==> config.mk <==
export PLATFORM = sky130hd
export DESIGN_NAME = pipe_skid_reg
export DESIGN_NICKNAME = d
export VERILOG_FILES = /design/src/rtl/pipe_pkg.sv /design/src/rtl/pipe_skid_reg.sv
export SDC_FILE = /design/constraint.sdc
export NUM_CORES = 1
export LEC_CHECK = 0
export BUFFER_PORTS_ARGS = -buffer_cell sky130_fd_sc_hd__buf_4
export CORE_MARGIN = 2
export CORE_UTILIZATION = 35
export DETAILED_ROUTE_END_ITERATION = 8
export GPL_TIMING_DRIVEN = 0
export SLEW_MARGIN = 20
export SYNTH_ARGS = -nofsm -noshare
export SYNTH_HDL_FRONTEND = slang
export SYNTH_SLANG_ARGS = --single-unit
==> constraint.sdc <==
create_clock -name clk -period 1.58 [get_ports clk]
set_input_delay 0.316 -clock clk [delete_from_list [all_inputs] [get_ports clk]]
set_output_delay 0.316 -clock clk [all_outputs]
set_load 0.1 [all_outputs]
==> src/rtl/pipe_pkg.sv <==
// Shared pipeline-stage definitions: skid-buffer state encoding and occupancy width.
package pipe_pkg;

  typedef enum logic [1:0] {
    EMPTY = 2'd0,
    BUSY  = 2'd1,
    FULL  = 2'd2
  } state_e;

  localparam int OCC_W = 2;

endpackage

==> src/rtl/pipe_skid_reg.sv <==
// Registered valid/ready pipeline stage. Define PIPE_SKID_EN for a two-entry skid
// buffer with a registered in_ready; otherwise a single entry with pass-through ready.
module pipe_skid_reg
  import pipe_pkg::*;
#(
  parameter int               WIDTH   = 32,
  parameter logic [WIDTH-1:0] RST_VAL = '0
) (
  input  logic             clk,
  input  logic             rst,
  input  logic             flush,
  input  logic             in_valid,
  output logic             in_ready,
  input  logic [WIDTH-1:0] in_data,
  output logic             out_valid,
  input  logic             out_ready,
  output logic [WIDTH-1:0] out_data,
  output logic [OCC_W-1:0] occ
);

  logic             accept_s;
  logic             retire_s;
  logic             out_valid_q, out_valid_d;
  logic [WIDTH-1:0] out_data_q,  out_data_d;
  logic [OCC_W-1:0] occ_q,       occ_d;

  assign accept_s  = in_valid & in_ready;
  assign retire_s  = out_valid_q & out_ready;
  assign out_valid = out_valid_q;
  assign out_data  = out_data_q;
  assign occ       = occ_q;

`ifdef PIPE_SKID_EN
  state_e           state_q,    state_d;
  logic [WIDTH-1:0] skid_q,     skid_d;
  logic             in_ready_q, in_ready_d;

  // Ready comes from a flop; only rst/flush gate it, never out_ready.
  assign in_ready = in_ready_q & ~rst & ~flush;

  // Next-state, entry movement and registered status for the two-entry buffer.
  always_comb begin
    state_d    = state_q;
    out_data_d = out_data_q;
    skid_d     = skid_q;
    case (state_q)
      EMPTY: begin
        if (accept_s) begin
          state_d    = BUSY;
          out_data_d = in_data;
        end else begin
          state_d = EMPTY;
        end
      end
      BUSY: begin
        if (accept_s && !retire_s) begin
          state_d = FULL;
          skid_d  = in_data;
        end else if (retire_s && !accept_s) begin
          state_d = EMPTY;
        end else if (accept_s && retire_s) begin
          out_data_d = in_data;
        end else begin
          state_d = BUSY;
        end
      end
      FULL: begin
        if (retire_s) begin
          state_d    = BUSY;
          out_data_d = skid_q;
        end else begin
          state_d = FULL;
        end
      end
      default: state_d = EMPTY;
    endcase
    // A flush empties the stage but leaves the visible payload untouched.
    if (flush) begin
      state_d    = EMPTY;
      out_data_d = out_data_q;
      skid_d     = skid_q;
    end else begin
      state_d = state_d;
    end
    out_valid_d = (state_d != EMPTY);
    in_ready_d  = (state_d != FULL);
    case (state_d)
      EMPTY:   occ_d = 2'd0;
      BUSY:    occ_d = 2'd1;
      FULL:    occ_d = 2'd2;
      default: occ_d = 2'd0;
    endcase
  end

  // Skid-specific state registers.
  always_ff @(posedge clk) begin
    if (rst) begin
      state_q    <= EMPTY;
      skid_q     <= {WIDTH{1'b0}};
      in_ready_q <= 1'b1;
    end else begin
      state_q    <= state_d;
      skid_q     <= skid_d;
      in_ready_q <= in_ready_d;
    end
  end
`else
  assign in_ready = ~rst & ~flush & (~out_valid_q | out_ready);

  // Single entry: load on accept, drop on retire, flush clears valid only.
  always_comb begin
    out_valid_d = out_valid_q;
    out_data_d  = out_data_q;
    if (flush) begin
      out_valid_d = 1'b0;
    end else if (accept_s) begin
      out_valid_d = 1'b1;
      out_data_d  = in_data;
    end else if (retire_s) begin
      out_valid_d = 1'b0;
    end else begin
      out_valid_d = out_valid_q;
    end
    occ_d = {1'b0, out_valid_d};
  end
`endif

  // Output-facing registers shared by both configurations.
  always_ff @(posedge clk) begin
    if (rst) begin
      out_valid_q <= 1'b0;
      out_data_q  <= RST_VAL;
      occ_q       <= 2'd0;
    end else begin
      out_valid_q <= out_valid_d;
      out_data_q  <= out_data_d;
      occ_q       <= occ_d;
    end
  end

endmodule

# After elaboration in Yosys (flattened, before gate mapping)
# Cells that the tools add are included.
# word_totals
ff_bits	34
wordCells	15
input_bits	37
# op_classes
reduce_logical	1
muxes	3
bitwise	8
# op_table
operator	n
$and 1x1->1	4
$mux 1	3
$not 1->1	3
$reduce_and 2->1	1
$or 1x1->1	1

# Longest topological paths before layout
# Gate-level depths: netlist (run 1).
# depth
ltp_word	6
depth_mapped	5
mapped_depth_nobuf	3

# Worst setup path after synthesis (run 1)
# OpenSTA, ideal clock, no wires.
# synth_timing
kind	reg2out
startpoint	register occ[0] (netlist name)
endpoint	output port in_ready
setup_slack_ps	-1918
required_time_ps	1264
t_arrival_ps	3182
path_stages_with_launch	4
n_path_buf	1
path_cell_list	dfxtp_1 > nor2b_2 > buf_2 > nor3_1
# synth_lines
element	line	source
end, declared	pipe_skid_reg.sv:13	output logic in_ready,

==> flow_summary_export.csv, run 1 <==
group,metric,value,unit
outcome,status,"finished, final reports clean",
logic_synthesis,synthXorXnorAreaFrac,0,%
power_and_ir_drop,p_per_area,1008,nW/µm²
place,place_ws,0.1062,ns
logic_synthesis,seq_area_frac_synth,44.59,%
logic_synthesis,synthAdderAreaFrac,0,%
global_route,overflow,0,
logic_synthesis,synth_top_family_by_area,"simple AND/OR/NAND/NOR gates",
critical_path,cp.arrival,1.12,ns
route,wirelength,4597,µm
global_route,antenna_found_initial,0,
power_and_ir_drop,seq_power_share,40.4,%
logic_synthesis,synthMuxAreaShare,0,%
place,numPlacedInstances,282,
logic_synthesis,synth_cell_type_count,17,
floorplanning,dieArea,4769,µm²
critical_path,start_kind,"flip-flop",
logic_synthesis,synth_edf_count,0,
clock_network,cts_made_buffers,5,
cells_and_area,diodes,0,
sta,fin_crit_sh,90.78,%
power_and_ir_drop,power_leakage,1.094,nW
logic_synthesis,synthFlopType,"dfxtp_1",
clock_network,h-tree-depth,2,
power_and_ir_drop,p_total,2.223,mW
route,drtIter0Drc,76,
logic_synthesis,synth_fp_nets,199,
cells_and_area,area_growth,48.90,%
logic_synthesis,yosysMostFrequentCell,"dfxtp_1",
clock_network,cts_tree,"done",
global_route,grt_pass1_wl,7707,µm
global_route,grt_max_degree,15,
floorplanning,die_x,69.06,µm
hold_path,hold_path.class,"primary input to flip-flop",
power_and_ir_drop,power.internal,1.440,mW
logic_synthesis,yosys-top-cells-area,"dfxtp_1 45%, o311ai_1 19%, nand4_1 14%",
sta,maxSlewViolCount,0,
place,gp_congestion,0.7576,
cells_and_area,layout.nets,276,
sta,grt_setup_unrepaired,"no",
floorplanning,io-pin-count,73,
place,port_buffers,70,
route,vias,1611,
power_and_ir_drop,switchingPower,0.7834,mW
critical_path,crit_path_max_incr_delay,0.35,ns
route,ant_nets,0,
critical_path,path_class,"flip-flop to output port",
logic_synthesis,synth_common_cells,"33 x dfxtp_1, 32 x nand2_1, 32 x nand4_1, 32 x o311ai_1, 13 x buf_2",
logic_synthesis,syn_area_per_cell,9.145,µm²
critical_path,r2r_start,"occ[0]",
logic_synthesis,async_flop_share,0,%
critical_path,path_cells,"nor2b_4, nor3_4, buf_12",
critical_path,worstPathRequired,1.26,ns
clock_network,hold_buffers,0,
global_route,grtUsageTotal,19.50,%
clock_network,clock-root-buffer,"clkbuf_8",
clock_network,path_clk_slew,0.07,ns
floorplanning,start_util,36.77,%
logic_synthesis,synth_compound_area_share,19.43,%
sta,max_freq,697.2,MHz
sta,fin_crit,1.434,ns
power_and_ir_drop,pwr-share-clk,30.6,%
power_and_ir_drop,p_sw_share,35.24,%
logic_synthesis,synth-simple-area-share,23.40,%
logic_synthesis,synth_warnings,0,
power_and_ir_drop,p_comb_share,29.0,%
logic_synthesis,yosysTopAreaCell,"dfxtp_1",
sta,hold_viol,0,
sta,worst_slack,0.1456,ns
place,dpl_cell_area,2096,µm²
cells_and_area,final_area,2206,µm²
power_and_ir_drop,ir_worst_vdd,0.0006561,V
cells_and_area,drive_gt1_share,44.17,%
route,drcViolationCount,0,
critical_path,crit_path_max_fanout,4,
logic_synthesis,syn_inst,162,
critical_path,cp_slowest_cell,"dfxtp_4",
logic_synthesis,syn_area,1481,µm²
logic_synthesis,ys_ff_latch,33,
clock_network,cts.sink_count,33,
critical_path,end_kind,"output port",
sta,setup_viol,0,
flow_run,maxCapViolations,0,
route,post_drt_wl_per_cell,15.85,µm
place,place_hpwl,3337,µm
cells_and_area,finalNonFillerCells,290,
clock_network,clock_latency,0.28,ns
logic_synthesis,yosys.area.top_type_share,44.59,%
sta,skew,0.004178,ns
clock_network,clockBufferDepth,2,
floorplanning,core_region_area,4029,µm²
critical_path,crit_start,"occ[0]",
floorplanning,die_y,69.06,µm
global_route,grt_pass1_vias,1546,
hold_path,min_from,"in_data[6]",
route,drtPass1Iterations,4,
floorplanning,num_rows,23,
route,vias_per_cell,5.555,
[power by group through the flow]
stage	logic [mW]	clock network (mW)	registers, mW
after floorplan	0.163	0	1.21
after detailed placement	0.641	0	0.915
after global placement	0.633	0	0.913
after global routing	0.672	0.736	0.902
after CTS	0.645	0.703	0.897
final	0.645	0.680	0.897
[worst max-delay path, delay by kind of cell (launching register included)]
family | cells | cell delay [ns]
buf+inv | 1 | 0.20
flops | 1 | 0.35
simple gates | 2 | 0.28
[sequential cells by signal (all words and copies together) (netlist names)]
signal,count
out_data,32
occ,1
[layout make-up]
class	count	area, µm²
multi-input cells	102	654.4
fillers	390	1823
flip-flops and latches	33	664.4
inverters	2	12.51
plain buffers	24	165.2
clock buffers	7	96.34
clock inverters	1	5.005
repair buffers	71	545.5
well taps	50	62.56
[cells in the final DEF, fill, tap and decap left out]
cell type  instances
conb_1             1
nand2_1           32
dfxtp_4            1
buf_6              1
buf_8              3
dfxtp_1           32
nand2b_1           1
nor2b_4            1
a21boi_1           1
clkinv_2           1
nor3_4             1
o311ai_1          32
buf_12             1
nand4_1           32
nor2_2             1
buf_2             12
buf_4             75
clkbuf_8           7
inv_6              1
inv_2              1
clkbuf_1           3
[cells by family after synthesis]
| family | count (synthesis) |
|---|---|
| simple gates | 68 |
| buf+inv | 27 |
| compound gates | 33 |
| flops | 33 |
| other cells | 1 |
[metrics by stage]
stage | setup TNS (ns) | hold WS (ns) | utilization, %
after floorplan | -0.2629 | 0.4527 | -
after global placement | 0 | 0.4517 | 52.02
after detailed placement | 0 | 0.4610 | 52.02
after CTS | 0 | 0.2487 | 54.75
after global routing | 0 | 0.2632 | 54.75
final | 0 | 0.2555 | 54.75
[layer usage]
metal,global-route usage [%],vias up,wire length (µm)
li1,-,778,-
met1,25.86,762,1965
met2,30.66,67,2249
met3,5.556,4,318
met4,6.100,0,63
met5,0,-,0
[path summary, 6_finish.rpt]
check | to | slack, ns | cells after the start
worst max-delay path | in_ready | 0.15 | 3
worst min register to register | out_data[11] | 0.47 | 2
worst max register to register | out_data[7] | 0.21 | 5
worst min-delay path | out_data[6] | 0.26 | 3
[timing repair]
item	CTS	global route
buffers inserted	1	0
setup endpoints to repair	1	0
resized for setup	3	0
Note: power is estimated with default switching activity, not from simulation.
==> run 2, diff against run 1 <==
RECOVER_POWER = 100   (was unset)
TNS_END_PERCENT = 100   (was unset)
==> run 2 against run 1 <==
  * Via count is 0.68% higher
  * Clock power is 0.7% higher
  * Design area is 3.9% lower
  * Clock skew hardly changed
  * Critical path type unchanged
  * Largest power group unchanged
  * Highest routed layer unchanged
==> flow_summary_export.csv, run 2 (synthesized netlist as in run 1, its figures left out) <==
group,metric,value,unit
sta,skew,0.004604,ns
floorplanning,die_y,69.06,µm
sta,grt_setup_unrepaired,"no",
cells_and_area,diodes,0,
power_and_ir_drop,power_leakage,1.049,nW
place,place_hpwl,3337,µm
power_and_ir_drop,switchingPower,0.7800,mW
outcome,status,"finished, final reports clean",
cells_and_area,area_growth,43.07,%
critical_path,path_cells,"clkbuf_2",
route,drtIter0Drc,68,
clock_network,clock_latency,0.28,ns
floorplanning,die_x,69.06,µm
clock_network,cts_tree,"done",
critical_path,crit_path_max_fanout,4,
cells_and_area,fill_cells,408,
clock_network,cts.sink_count,33,
sta,fin_crit_sh,91.81,%
critical_path,cp_top_family,"buffers and inverters",
power_and_ir_drop,pwr-share-clk,31.2,%
sta,max_freq,689.4,MHz
global_route,grt_pass1_vias,1546,
power_and_ir_drop,power.internal,1.413,mW
route,drtPass1Iterations,6,
sta,hold_viol,0,
global_route,antenna_found_initial,0,
place,place_ws,0.1062,ns
sta,relSlewSlack,63.32,%
sta,fin_setup_tns,0,ns
critical_path,cp.arrival,1.13,ns
cells_and_area,final_common_cell,"buf_4",
power_and_ir_drop,p_total,2.193,mW
sta,setup_viol,0,
power_and_ir_drop,seq_power_share,40.9,%
power_and_ir_drop,p_sw_share,35.57,%
critical_path,start_kind,"flip-flop",
sta,worstMarginPinSlew,0.5526,ns
clock_network,hold_buffers,0,
global_route,overflow,0,
critical_path,path_class,"flip-flop to output port",
floorplanning,dieArea,4769,µm²
place,port_buffers,70,
cells_and_area,fin_util,52.61,%
cells_and_area,final_area,2120,µm²
route,wirelength,4580,µm
route,drcViolationCount,0,
route,post_drt_wl_per_cell,15.79,µm
critical_path,cp_slowest_cell,"clkbuf_2",
power_and_ir_drop,p_per_area,1035,nW/µm²
flow_run,maxCapViolations,0,
critical_path,end_kind,"output port",
floorplanning,num_rows,23,
cells_and_area,final_cell_mix,"41 x buf_4, 35 x clkbuf_2, 33 x dfxtp_1",
floorplanning,core_region_area,4029,µm²
global_route,grt_max_degree,15,
clock_network,clock-root-buffer,"clkbuf_8",
cells_and_area,drive_gt1_share,43.75,%
floorplanning,start_util,36.77,%
route,vias_per_cell,5.593,
critical_path,worstPathRequired,1.26,ns
clock_network,h-tree-depth,2,
power_and_ir_drop,ir_worst_vdd,0.0006605,V
critical_path,crit_path_max_incr_delay,0.48,ns
critical_path,path_buf_inv,1,
cells_and_area,largest_register_ffs,32,
place,dpl_cell_area,2096,µm²
place,gp_congestion,0.7576,
hold_path,hold_path.class,"primary input to flip-flop",
route,vias,1622,
global_route,grtUsageTotal,19.50,%
cells_and_area,layout.nets,276,
route,ant_nets,0,
sta,fin_crit,1.451,ns
clock_network,cts_made_buffers,5,
sta,maxSlewViolCount,0,
clock_network,path_clk_slew,0.07,ns
floorplanning,io-pin-count,73,
global_route,grt_pass1_wl,7707,µm
sta,worst_slack,0.1294,ns
clock_network,clockBufferDepth,2,
power_and_ir_drop,p_comb_share,27.9,%
==> run 2: cell count changes in the layout (fill, tap and decap cells not counted), sizes merged <==
cell / before / now
buf: 92 / 56
clkbuf: 10 / 46
==> run 2: cell type report <==
type	instances	area [µm²]	share of cell area (%)
Multi-Input combinational cell	102	654.4	30.87
Sequential cell	33	660.6	31.17
Timing Repair Buffer	71	462.9	21.84
Clock inverter	1	5.005	0.2361
Buffer	24	165.2	7.792
Inverter	2	12.51	0.5903
Tap cell	50	62.56	2.952
Clock buffer	7	96.34	4.545
==> run 2: layer usage <==
metal  vias up  global-route usage, %  wire, µm
li1        782                      -         -
met1       767                  25.86      1999
met2        69                  30.66      2200
met3         4                  5.556       317
met4         0                  6.100        63
met5         -                      0         0
==> run 2: what timing repair did <==
item | 4_1_cts | 5_1_grt
setup endpoints to repair | 1 | 0
setup buffers | 1 | 0
gates resized for setup | 3 | 0
==> run 2: path summary, 6_finish.rpt <==
path                                  start           end  slack, ns  depth (start not counted)
worst min-delay path            in_data[25]  out_data[25]       0.26                          3
worst min register to register  out_data[5]   out_data[5]       0.47                          2
worst max register to register       occ[0]   out_data[7]       0.20                          5
worst max-delay path                 occ[0]     out_valid       0.13                          1
==> run 2: power by group through the flow <==
stage          clock network, mW  logic (mW)  registers [mW]
2_1_floorplan                  0       0.163            1.21
3_3_place_gp                   0       0.633           0.913
3_5_place_dp                   0       0.641           0.915
4_1_cts                    0.703       0.645           0.897
5_1_grt                    0.736       0.640           0.900
6_report                   0.685       0.612           0.896
==> run 2: through the flow <==
stage / instances / hold slack [ns]
finish: 290 / 0.2552
global route: 290 / 0.2632
CTS: 290 / 0.2487
detailed placement: 282 / 0.4610
global placement: 282 / 0.4517
floorplan: 162 / 0.4527
==> run 2: worst min-delay path, cell delays in order <==
cell and delay (ns):
buf_4 0.07, nand4_1 0.06, nand2_1 0.06
